<file path="src/rtl/sar_pkg.sv">
// Shared types and helpers for the successive-approximation search controller.
package sar_pkg;

    localparam int unsigned SarWidthDefault = 8;

    typedef enum logic [1:0] {
        StIdle,
        StSearch,
        StDone
    } sar_state_e;

    // A comparator verdict is legal only when exactly one of the three lines is high.
    function automatic logic verdict_legal(input logic a_more, input logic b_more,
                                           input logic ab_equal);
        return (a_more ^ b_more ^ ab_equal) && !(a_more && b_more && ab_equal);
    endfunction

endpackage

</file>
<file path="src/rtl/sar_search.sv">
// Successive-approximation search: drives a trial value into an external comparator and
// rebuilds the target one bit per cycle, MSB first. Optional SAR_SEARCH_EARLY_EXIT_EN.
module sar_search
    import sar_pkg::*;
#(
    parameter int unsigned WIDTH = SarWidthDefault
) (
    input  logic             clk,
    input  logic             rst,
    input  logic             start_i,
    input  logic             a_more_i,
    input  logic             b_more_i,
    input  logic             ab_equal_i,
    output logic [WIDTH-1:0] trial_o,
    output logic             busy_o,
    output logic             done_o,
    output logic [WIDTH-1:0] result_o,
    output logic             match_o,
    output logic             err_o
);

    localparam int unsigned IdxW = $clog2(WIDTH);
    localparam logic [WIDTH-1:0] MsbOnly = WIDTH'(1) << (WIDTH - 1);

    sar_state_e       state_q;
    logic [IdxW-1:0]  idx_q;
    logic [WIDTH-1:0] trial_q;
    logic [WIDTH-1:0] result_q;
    logic             busy_q;
    logic             done_q;
    logic             match_q;
    logic             err_q;

    logic             legal;
    logic             equal_hit;
    logic             exit_now;
    logic [WIDTH-1:0] trial_d;

    always_comb begin
        legal     = verdict_legal(a_more_i, b_more_i, ab_equal_i);
        equal_hit = legal && ab_equal_i;
        trial_d   = trial_q;
        // Illegal verdicts clear the bit under test.
        trial_d[idx_q] = legal && (a_more_i || ab_equal_i);
`ifdef SAR_SEARCH_EARLY_EXIT_EN
        exit_now = (idx_q == '0) || equal_hit;
`else
        exit_now = (idx_q == '0);
`endif
    end

    always_ff @(posedge clk or posedge rst) begin
        if (rst) begin
            state_q  <= StIdle;
            idx_q    <= '0;
            trial_q  <= '0;
            result_q <= '0;
            busy_q   <= 1'b0;
            done_q   <= 1'b0;
            match_q  <= 1'b0;
            err_q    <= 1'b0;
        end else begin
            done_q <= 1'b0;
            case (state_q)
                StIdle: begin
                    if (start_i) begin
                        trial_q <= MsbOnly;
                        idx_q   <= IdxW'(WIDTH - 1);
                        match_q <= 1'b0;
                        err_q   <= 1'b0;
                        busy_q  <= 1'b1;
                        state_q <= StSearch;
                    end
                end
                StSearch: begin
                    if (!legal) begin
                        err_q <= 1'b1;
                    end
                    if (equal_hit) begin
                        match_q <= 1'b1;
                    end
                    if (exit_now) begin
                        // On an early exit trial_d equals trial_q: the kept bit is already set.
                        trial_q  <= trial_d;
                        result_q <= trial_d;
                        busy_q   <= 1'b0;
                        done_q   <= 1'b1;
                        state_q  <= StDone;
                    end else begin
                        trial_q <= trial_d | (WIDTH'(1) << (idx_q - IdxW'(1)));
                        idx_q   <= idx_q - IdxW'(1);
                    end
                end
                StDone: begin
                    state_q <= StIdle;
                end
                default: begin
                    state_q <= StIdle;
                end
            endcase
        end
    end

    assign trial_o  = trial_q;
    assign busy_o   = busy_q;
    assign done_o   = done_q;
    assign result_o = result_q;
    assign match_o  = match_q;
    assign err_o    = err_q;

endmodule

</file>
<file path="config.mk">
export PLATFORM = sky130hd
export DESIGN_NAME = sar_search
export DESIGN_NICKNAME = d
export VERILOG_FILES = /design/src/rtl/sar_pkg.sv /design/src/rtl/sar_search.sv
export SDC_FILE = /design/constraint.sdc
export NUM_CORES = 1
export LEC_CHECK = 0
export CAP_MARGIN = 5
export CORE_MARGIN = 2
export CORE_UTILIZATION = 30
export DETAILED_ROUTE_END_ITERATION = 16
export PLACE_DENSITY_LB_ADDON = 0.2
export SLEW_MARGIN = 20
export SYNTH_ARGS = -nofsm -noshare
export SYNTH_HDL_FRONTEND = slang
export SYNTH_SLANG_ARGS = --single-unit
</file>
<file path="constraint.sdc">
create_clock -name clk -period 2.4 [get_ports clk]
set_clock_uncertainty 0.2 [all_clocks]
set_input_delay 0.36 -clock clk [delete_from_list [all_inputs] [get_ports clk]]
set_output_delay 0.36 -clock clk [all_outputs]
set_load 0.02 [all_outputs]
</file>
==> metrics <==
DRT iter0 DRCs=43; layout cells sized above 1=11.5%; fraction of synthesized cell area in xor and xnor cells=0%; switching part of the total=42.0%; fin crit share=84.8%; Mapped Cells=140; Final Net Count=178; die area=0.00525 mm²; Synth Area in Adders=5.34%; RSZ-0062 raised after global routing=false; Avg WL per Cell=13.1 µm; CP required=2350 ps; Clock Power Share=10.8%; Layout Cells excl Fill=217; syn avg cell area=10.0 µm²; Peak Freq=0.492 GHz; clk slew on worst S/H paths=90 ps; Slew Viols, Final=0; Pwr Total=2.29 mW; Crit. End Element=flop; Synth Area in Simple Gates=17.0%; largest net degree at the start of global routing=26; post-synth cell types=40; Final Util=39.2%; Pwr Density=1320 mW/mm²; Root Buffer=clkbuf_8; # DRC=0; met2 wire len=1350 µm; post-cts repair resize count=0; Post-CTS Setup Inserts=0; clock buffer depth=2; Crit. Startpoint=idx_q[1]; Post-Syn Area=0.00141 mm²; CP max FO=18; Antenna Cells=0; most frequent cells in the layout=dfrtp_1, clkdlybuf4s50_1, inv_1; Yosys warning count=0; clk_lat worst skew=260 ps; total grt overflow=0; largest family of logic cells by synthesized area=compound AO/OA/AOI/OAI gates; Met1 Wirelength=1400 µm; Gate power share=55.9%; Post-CTS Hold Fix Bufs=0; Compound-Gate Fraction of Synth Area=21.6%; worst slew pin tran=496 ps; Worst Setup Start Kind=flop; part of the power in registers=33.3%; clock sinks=25; Leak=0.755 nW; dpl ws=115 ps; mux share of post-synthesis cell area=2.40%; Worst EP arrival=1990 ps; io pins=26; DRT Wirelength=2850 µm; Die W=72.5 µm; minimum clock period=2030 ps; final hold viol count=0; router iterations before antenna repair=4; worst r2r src=idx_q[1]; top sig layer=met4; Setup TNS=0 ps; register bit total from synthesis=25; peak supply drop=0.000317 V; DP HPWL=2070 µm; starting density of the core=31.6%; Vias=1,109; register area=626 µm²; max cap viols=0; Multi-input gate area=652 µm²; TritonCTS Buffers=3; Final WS setup=366 ps; sequential element share of the synthesized area=44.5%; Port Buffers=25; row count=24; core area=0.00444 mm²; NetSw=962 µW; Die Height=72.5 µm; Hold WC Path Type=input pin to async pin; Avg Vias per Cell=5.11; first-pass GRT wire length=4930 µm; area grow syn2layout=23.8%; Synthesized Nets=152; crit path kind=flop to flop; All-Layer GR Usage=11.9%; Inst Count DP=213; H-tree depth reported by CTS=1; DR WL met3=63 µm; Int Pwr=1.33 mW; initial antenna violation count=0; status=finished clean; worst rel slew slack=67.0%; RePlAce Congestion=0.749; final setup fails=0; Filler Cells Inserted=450; number of global-route vias before repair=1,096; TritonCTS clock tree=yes; Antenna Violating Nets Remaining=0
==> cell usage after synthesis <==
cell / n / area (µm²)
nand2b_1: 1 / 6.26
or3_1: 3 / 18.8
buf_6: 3 / 33.8
clkbuf_1: 1 / 3.75
o211ai_1: 8 / 60.1
inv_2: 2 / 7.51
or2_1: 1 / 6.26
ha_1: 6 / 75.1
o221ai_1: 6 / 52.6
or3_4: 1 / 11.3
buf_4: 1 / 7.51
o21bai_2: 1 / 11.3
a211o_1: 1 / 8.76
a31oi_2: 1 / 12.5
nor2_1: 3 / 11.3
and3b_2: 1 / 10.0
inv_1: 15 / 56.3
a21oi_1: 14 / 70.1
o2bb2ai_1: 1 / 8.76
o32a_1: 1 / 10.0
o31ai_1: 1 / 7.51
dfrtp_1: 25 / 626
buf_2: 4 / 20.0
nor3_1: 2 / 10.0
o21ai_1: 6 / 30.0
nand3_1: 1 / 5.00
and3b_4: 1 / 12.5
nor2b_1: 2 / 12.5
or3b_1: 1 / 8.76
and2_1: 1 / 6.26
a22o_1: 3 / 26.3
or3b_4: 2 / 22.5
nor3b_2: 1 / 12.5
mux2_1: 3 / 33.8
nand4_1: 1 / 6.26
nand4bb_1: 1 / 11.3
a31oi_1: 1 / 6.26
nand2_1: 8 / 30.0
nand3b_1: 4 / 30.0
nor3b_1: 1 / 7.51
==> state kept, by name, indices dropped and copies added (netlist names) <==
name / flops
result_o: 8
trial_o: 8
idx_q: 3
state_q: 2
busy_o: 1
done_o: 1
err_o: 1
match_o: 1
==> worst paths after layout <==
path                               end  slack [ps]  cells past startpoint
max                        result_o[7]         370                      5
min in group clk           result_o[3]         300                      2
min                             done_o         240                      3
min reg2reg                result_o[3]         300                      2
max reg2reg                result_o[7]         370                      5
max in group asynchronous        err_o        1520                      3
==> cells by family (layout without fill, tap and decap cells) <==
| family | after synthesis | after routing |
|---|---|---|
| AO/OA/AOI/OAI | 44 | 44 |
| adder cells (fa/ha/maj) | 6 | 6 |
| buffers and inverters | 26 | 51 |
| flip-flops | 25 | 25 |
| multiplexers | 3 | 3 |
| AND/OR/NAND/NOR | 36 | 36 |
==> per-stage QoR <==
step / hold slack (ps) / instance area, µm²
after detailed placement: 280 / 1690
final: 238 / 1740
after floorplan: 187 / 1410
after global routing: 295 / 1740
after global placement: 268 / 1690
after CTS: 247 / 1740
==> critical path, stage by stage (launching register included) <==
cell       delay [ps]
dfrtp_1           570
inv_1             140
ha_1              290
nand4bb_1         130
buf_4             250
mux2_1            340
==> area by class of cell <==
class / count / share of cell area (%)
Inverter: 17 / 3.67
Tap cell: 52 / 3.74
Clock inverter: 1 / 0.288
Sequential cell: 25 / 35.9
Multi-Input combinational cell: 89 / 37.5
Timing Repair Buffer: 30 / 16.5
Clock buffer: 3 / 2.37
==> layer usage <==
metal | vias up | GRT usage [%]
met5 | - | 0
met4 | 0 | 6.17
met3 | 2 | 2.22
met2 | 12 | 19.7
met1 | 544 | 14.7
li1 | 551 | -
==> power groups by stage <==
| stage | Sequential [mW] | Clock, mW | Combinational, mW |
|---|---|---|---|
| 3_5_place_dp | 0.772 | 0 | 1.29 |
| 3_3_place_gp | 0.769 | 0 | 1.27 |
| 4_1_cts | 0.765 | 0.259 | 1.30 |
| 6_report | 0.762 | 0.248 | 1.28 |
| 2_1_floorplan | 0.895 | 0 | 0.735 |
| 5_1_grt | 0.795 | 0.280 | 1.41 |
(Power assumes the default switching activity.)
